===== src/rtl/deserializer_frame.sv =====
// deserializer_frame: packs BIT_WIDTH-bit samples into frames of cfg_len words; DESER_RECV_LAST_EN adds early close via recv_last.
// Latency: last sample accepted at edge t -> send_val high after edge t+1 when the output bank is free.
// Backpressure: double-buffered; recv_rdy drops only while both banks hold frames and rises combinationally with send_rdy.
module deserializer_frame #(
  parameter int N_SAMPLES = 8,
  parameter int BIT_WIDTH = 32,
  parameter int LEN_W     = $clog2(N_SAMPLES + 1)
) (
  input  logic                           clk,
  input  logic                           reset,
  input  logic [LEN_W-1:0]               cfg_len,
  input  logic                           recv_val,
  output logic                           recv_rdy,
  input  logic [BIT_WIDTH-1:0]           recv_msg,
`ifdef DESER_RECV_LAST_EN
  input  logic                           recv_last,
`endif
  output logic                           send_val,
  input  logic                           send_rdy,
  output logic [N_SAMPLES*BIT_WIDTH-1:0] send_msg,
  output logic [LEN_W-1:0]               send_len
);
  typedef logic [N_SAMPLES-1:0][BIT_WIDTH-1:0] bank_t;

  localparam logic [LEN_W-1:0] MAX_LEN = LEN_W'(N_SAMPLES);

  logic [LEN_W-1:0] count, len_q, cfg_eff, cur_len;
  logic             fill_full;
  bank_t            fill_bank, out_bank, out_masked;
  logic             recv_fire, xfer, last_word, close, recv_last_i;

`ifdef DESER_RECV_LAST_EN
  assign recv_last_i = recv_last;
`else
  assign recv_last_i = 1'b0;
`endif

  // Length is taken from cfg_len only while writing word 0; afterwards the latched value rules.
  assign cfg_eff   = (cfg_len == '0 || cfg_len > MAX_LEN) ? MAX_LEN : cfg_len;
  assign cur_len   = (count == '0) ? cfg_eff : len_q;
  assign last_word = (count == cur_len - LEN_W'(1));
  assign close     = last_word || recv_last_i;

  assign xfer      = fill_full && (!send_val || send_rdy);
  assign recv_rdy  = reset && (!fill_full || xfer);
  assign recv_fire = recv_val && recv_rdy;

  always_comb begin
    out_masked = '0;
    for (int i = 0; i < N_SAMPLES; i++) begin
      if (LEN_W'(i) < len_q) out_masked[i] = fill_bank[i];
    end
  end

  // A recv on the xfer cycle overrides the bank clear for word 0 (later NBA wins).
  always_ff @(posedge clk or negedge reset) begin
    if (!reset) begin
      count     <= '0;
      len_q     <= '0;
      fill_full <= 1'b0;
      fill_bank <= '0;
    end else begin
      if (xfer) begin
        fill_full <= 1'b0;
        fill_bank <= '0;
      end
      if (recv_fire) begin
        for (int i = 0; i < N_SAMPLES; i++) begin
          if (count == LEN_W'(i)) fill_bank[i] <= recv_msg;
        end
        if (count == '0) len_q <= cfg_eff;
        if (close) begin
          count     <= '0;
          fill_full <= 1'b1;
          len_q     <= count + LEN_W'(1);
        end else begin
          count <= count + LEN_W'(1);
        end
      end
    end
  end

  always_ff @(posedge clk or negedge reset) begin
    if (!reset) begin
      send_val <= 1'b0;
      out_bank <= '0;
      send_len <= '0;
    end else if (xfer) begin
      send_val <= 1'b1;
      out_bank <= out_masked;
      send_len <= len_q;
    end else if (send_val && send_rdy) begin
      send_val <= 1'b0;
    end
  end

  assign send_msg = out_bank;

endmodule


===== config.mk =====
export PLATFORM = sky130hd
export DESIGN_NAME = deserializer_frame
export DESIGN_NICKNAME = d
export VERILOG_FILES = /design/src/rtl/deserializer_frame.sv
export SDC_FILE = /design/constraint.sdc
export NUM_CORES = 1
export LEC_CHECK = 0
export BUFFER_PORTS_ARGS = -buffer_cell sky130_fd_sc_hd__buf_2
export CELL_PAD_IN_SITES_DETAIL_PLACEMENT = 0
export CELL_PAD_IN_SITES_GLOBAL_PLACEMENT = 2
export CORE_MARGIN = 3
export CORE_UTILIZATION = 36
export DETAILED_ROUTE_END_ITERATION = 6
export HOLD_SLACK_MARGIN = 0.15
export PLACE_DENSITY_LB_ADDON = 0.1
export SLEW_MARGIN = 10
export SYNTH_ARGS = -nofsm -noshare
export SYNTH_HDL_FRONTEND = slang
export SYNTH_SLANG_ARGS = --single-unit

===== constraint.sdc =====
create_clock -name clk -period 3.7 [get_ports clk]
set_input_delay 0.185 -clock clk [delete_from_list [all_inputs] [get_ports clk]]
set_output_delay 0.185 -clock clk [all_outputs]
set_load 0.01 [all_outputs]

# Word level (Yosys, flattened, before mapping)
# Index checks and enable logic that the tools add are counted.
dict set report classes {
  addsub 2
  magnitude_cmp 9
  n_eq_ne 8
  mux 27
  n_reduce_logical 12
}
# cell n
set ops {}
lappend ops {{$mux W256} 2}
lappend ops {{$mux W32} 16}
lappend ops {{$eq A4 B3 Y1 const B} 4}
lappend ops {{$lt A3 B4 Y1 const A} 4}
lappend ops {{$mux W4} 4}
lappend ops {{$eq A4 B2 Y1 const B} 2}
lappend ops {{$logic_not A4 Y1} 2}
lappend ops {{$lt A1 B4 Y1 const A} 2}
lappend ops {{$lt A2 B4 Y1 const A} 2}
lappend ops {{$mux W1} 5}
lappend ops {{$add A4 B1 Y4 const B} 1}
lappend ops {{$eq A4 B1 Y1 const B} 1}
lappend ops {{$eq A4 B4 Y1} 1}
lappend ops {{$gt A4 B4 Y1 const B} 1}
lappend ops {{$logic_and A1 B1 Y1} 4}
lappend ops {{$sub A4 B1 Y4 const B} 1}
lappend ops {{$logic_or A1 B1 Y1} 3}
lappend ops {{$logic_not A1 Y1} 2}
lappend ops {{$reduce_bool A2 Y1} 1}
dict set report word_totals {
  ff_bits 526
  inputBits 40
  wordCells 79
}

# Longest topological paths before layout
dict set report logic_depth {
  depth_word 8
  mapped_depth 13
  ltp_nobuf 12
}

# Least setup slack after synthesis
# OpenSTA, ideal clock, no wires.
dict set report synth_timing {
  kind {register to register}
  startpoint {reg count[0]}
  endpoint {reg len_q[1]}
  setup_ps 138
  t_arrival_ps 3044
  required_ps 3562
  setup_slack_ps 519
  path_stages_with_launch 14
  synth_period_minus_slack_ps 3181
  cell_sequence {dfrtp_1 > inv_1 > ha_1 > or3b_1 > buf_6 > nor3b_1 > a21oi_1 > ha_1 > xnor2_1 > a2111oi_0 > mux2i_1 > a21oi_4 > mux2i_1 > o22ai_1}
}
dict set report synth_via {
  elab_chain_len 5
  elab_cells_between_ends 6
}
# item line
set synth_rtl {}
lappend synth_rtl {{start, declared} 27} ;# logic [LEN_W-1:0] count, len_q, cfg_eff, cur_len;
lappend synth_rtl {{start signal, assigned} 77} ;# count <= count + LEN_W'(1);
lappend synth_rtl {{$logic_not A4 Y1} {40, 71}}
lappend synth_rtl {{$mux W4} --}
lappend synth_rtl {{$sub A4 B1 Y4} 41} ;# assign last_word = (count == cur_len - LEN_W'(1));
lappend synth_rtl {{$eq A4 B4 Y1} 41}
lappend synth_rtl {{$mux W4 *} 72} ;# if (close) begin
lappend synth_rtl {{end signal, assigned} 71} ;# if (count == '0) len_q <= cfg_eff;
lappend synth_rtl {{end signal, assigned} 75} ;# len_q <= count + LEN_W'(1);
lappend synth_rtl {{end, declared} 27}
# Mark *: on every way between the ends. The rest lies on a longest branch, timed or not.
# A chain may end at the register's enable or synchronous reset.

# Final worst setup path
# Same ends and word-level chain as after synthesis.

==> impl_metrics.tcl <==
set metrics [dict create \
    die_y_um 243 \
    reg2reg_setup_slack_ns 0.31 \
    fin_skew_ns 0.0268 \
    drt_iter0_drc 1232 \
    routabilityCongestion 0.799 \
    worst_pin_slew_ns 1.37 \
    setup_viol 0 \
    min_period_ns 3.39 \
    rsz0062_at_grt "no" \
    layoutNonFillerInstCount 3016 \
    via_count 15200 \
    cts_tree "done" \
    fin_crit_sh_pct 91.6 \
    cp_max_fo 8 \
    start_util_pct 36.6 \
    critPathCaptureType "flip-flop" \
    nets 2265 \
    place_inst 2866 \
    coreArea_sq_um 55400 \
    grt_max_degree 256 \
    track_usage_pct 22.5 \
    crit_type "reg -> reg" \
    synth-warning-count 0 \
    grt_pass1_wl_um 101000 \
    antenna_found_initial 6 \
    dp_slack_ns 0.206 \
    syn-cell-area_sq_um 20300 \
    outcome "complete, no violations" \
    dp_hpwl_um 39400 \
    critical-path-max-stage-delay_ns 0.44 \
    fin_ws_ns 0.310 \
    critPathTopFamily "compound AO/OA/AOI/OAI gates" \
    die_w_um 243 \
    numCtsBuffers 57 \
    maxCapViolations 0 \
    top_level_ports 302 \
    clock_sinks 526 \
    grt_overflow 0 \
    ir_worst_vdd_mv 0.343 \
    fillerInstances 5405 \
    synthCells 1968 \
    num_rows 86 \
    synth-seq-area-share_pct 64.9 \
    cp.arrival_ns 3.86 \
    hold_path_class "in -> async" \
    first_global_vias 14900 \
    wl_per_cell_um 22.3 \
    path_clk_slew_ns 0.06 \
    finalSetupTns_ns 0 \
    firstDrtPassIters 4 \
    ys_ff_latch 526 \
    viasPerCell 5.05 \
    p_per_area_nw_per_um2 762 \
    layout-drive-gt1-share_pct 19.6 \
    hold_viol_final 0 \
    cts_root_buf "clkbuf_16" \
    syn_avg_cell_area_sq_um 10.3 \
    ant_nets 0 \
    synth_nets 2013 \
    clk-insertion-delay-late_ns 0.62 \
    area_delta_synth_final_pct 21.3 \
    portBuffers 301 \
    crit_chain "inv_1 -> ha_1 -> or3b_1 -> buf_4 -> nor2_1 -> a21oi_1 -> ha_1 -> xnor2_1 -> a2111oi_1 -> mux2i_1 -> a21oi_4 -> mux2i_1 -> o22ai_1" \
    relSlewSlack_pct 8.62 \
    path_buf_inv 2 \
    crit_slowest_cell "dfrtp_1" \
    worstSetupStartpointType "flip-flop" \
    wl_um 67200 \
    dieArea_sq_um 59200 \
    power.leakage_nw 13.1 \
    fmax_ghz 0.295 \
    htreeDepth 2 \
    cts.path.max_buffers 3 \
    slew_viol_final 0 \
    synth_cell_types 38 \
    drc 0 \
    required_ns 4.17 \
]
==> cell usage after synthesis <==
cell	count	area, sq um
nand2_1	649	2440
ha_1	5	62.6
o21ai_0	101	505
nand3_1	236	1180
o31ai_1	1	7.51
o22ai_1	2	12.5
or3_4	1	11.3
nor2b_1	2	12.5
a21o_1	1	7.51
nor3_1	4	20.0
a21oi_4	1	16.3
a22o_1	193	1690
dfrtp_1	526	13200
clkbuf_1	119	447
inv_1	7	26.3
xor2_1	1	8.76
a21oi_1	8	40.0
or3_1	1	6.26
xnor2_1	7	61.3
o21a_1	1	7.51
buf_2	46	230
buf_6	1	11.3
nor2_1	9	33.8
a311oi_1	1	8.76
and3_1	8	50.1
mux2i_4	1	22.5
and2_1	1	6.26
or2_2	1	6.26
nand3b_1	1	7.51
nand2b_1	4	25.0
or3b_1	1	8.76
o22a_1	1	8.76
mux2i_1	4	40.0
buf_1	18	67.6
clkbuf_2	2	10.0
a2111oi_0	1	8.76
nor3b_1	1	7.51
mux2_2	1	11.3
==> kinds of logic (layout without fill, tap and decap cells) <==
kind of cell,Yosys count,count (layout),share of synthesized area [%]
compound gates,311,311,11.4
fa+ha+maj,5,5,0.308
mux,6,6,0.364
simple gates,919,919,18.8
buf+inv,193,492,3.90
flops,526,526,64.9
xor+xnor,8,8,0.345
other cells,0,1,0
==> sequential cells by signal (all words and copies together) (netlist names) <==
name / cells
fill_bank: 256
send_msg: 256
send_val: 1
send_len: 4
count: 4
fill_full: 1
len_q: 4
==> where the power goes <==
| group | leakage, nW | internal (mW) | total [mW] | switching [mW] |
|---|---|---|---|---|
| logic | 5.03 | 1.82 | 4.34 | 2.51 |
| registers | 7.11 | 7.65 | 8.86 | 1.21 |
| clock network | 0.922 | 3.22 | 5.56 | 2.35 |
==> timing repair <==
item,in CTS,in global routing
endpoints found under the hold margin,475,0
hold buffers,41,0
buffers inserted,0,2
gates resized for setup,0,1
setup endpoints to repair,0,2
==> path summary, 6_finish.rpt <==
path / start / endpoint / cells past startpoint
worst max register to register: count[0] / len_q[1] / 13
worst min register to register: send_msg[111] / send_msg[111] / 2
min in group clk: cfg_len[1] / len_q[3] / 5
worst max-delay path: count[0] / len_q[1] / 13
worst min-delay path: reset / count[1] / 3
max in group asynchronous: reset / fill_bank[27] / 4
==> metrics by stage <==
| stage | total power, mW | hold WS, ns | instance area, sq um | util [%] |
|---|---|---|---|---|
| finish | 18.8 | 0.186 | 24600 | 44.4 |
| detailed placement | 13.3 | 0.0754 | 22300 | 40.3 |
| global placement | 13.2 | 0.0742 | 22300 | 40.3 |
| global route | 20.0 | 0.193 | 24600 | 44.4 |
| CTS | 19.0 | 0.151 | 24600 | 44.4 |
| floorplan | 11.3 | -0.111 | 20300 | - |
==> layout make-up <==
type,count,area [sq um],share of cell area [%]
clock buffer,86,1700,6.89
clock inverter,20,133,0.539
inverter,7,26.3,0.107
tap,748,936,3.80
antenna,1,2.50,0.0102
multi-input combinational,1249,6370,25.9
timing repair buffer,379,2280,9.25
sequential,526,13200,53.5
==> worst register-to-register path, cell delays in order, from the launching register on <==
cell and delay, ns:
dfrtp_1 0.44, inv_1 0.17, ha_1 0.22, or3b_1 0.40, buf_4 0.20, nor2_1 0.10
a21oi_1 0.05, ha_1 0.30, xnor2_1 0.16, a2111oi_1 0.40, mux2i_1 0.22, a21oi_4 0.24
mux2i_1 0.24, o22ai_1 0.10
==> metal layers <==
layer / up-vias / GRT usage, % / share of wire [%]
met5: - / 0 / 0
met4: 0 / 5.08 / 1.9
met3: 80 / 4.83 / 6.2
met2: 407 / 36.5 / 48
met1: 7647 / 31.1 / 44
li1: 7108 / - / -
==> cells in the final DEF, fill, tap and decap left out, types with 6 or more instances in the layout <==
master         netlist  layout
buf_2               46     300
clkbuf_16            0      57
and3_1               8       8
clkbuf_1           119      13
a22o_1             193     193
dfrtp_1            526     526
dlygate4sd3_1        0      40
clkbuf_8             0      16
buf_4                0      32
nand3_1            236     236
xnor2_1              7       7
clkinv_2             0      17
nand2_1            649     648
o21ai_0            101     101
buf_12               0       6
inv_1                7       7
(Power assumes the default switching activity.)
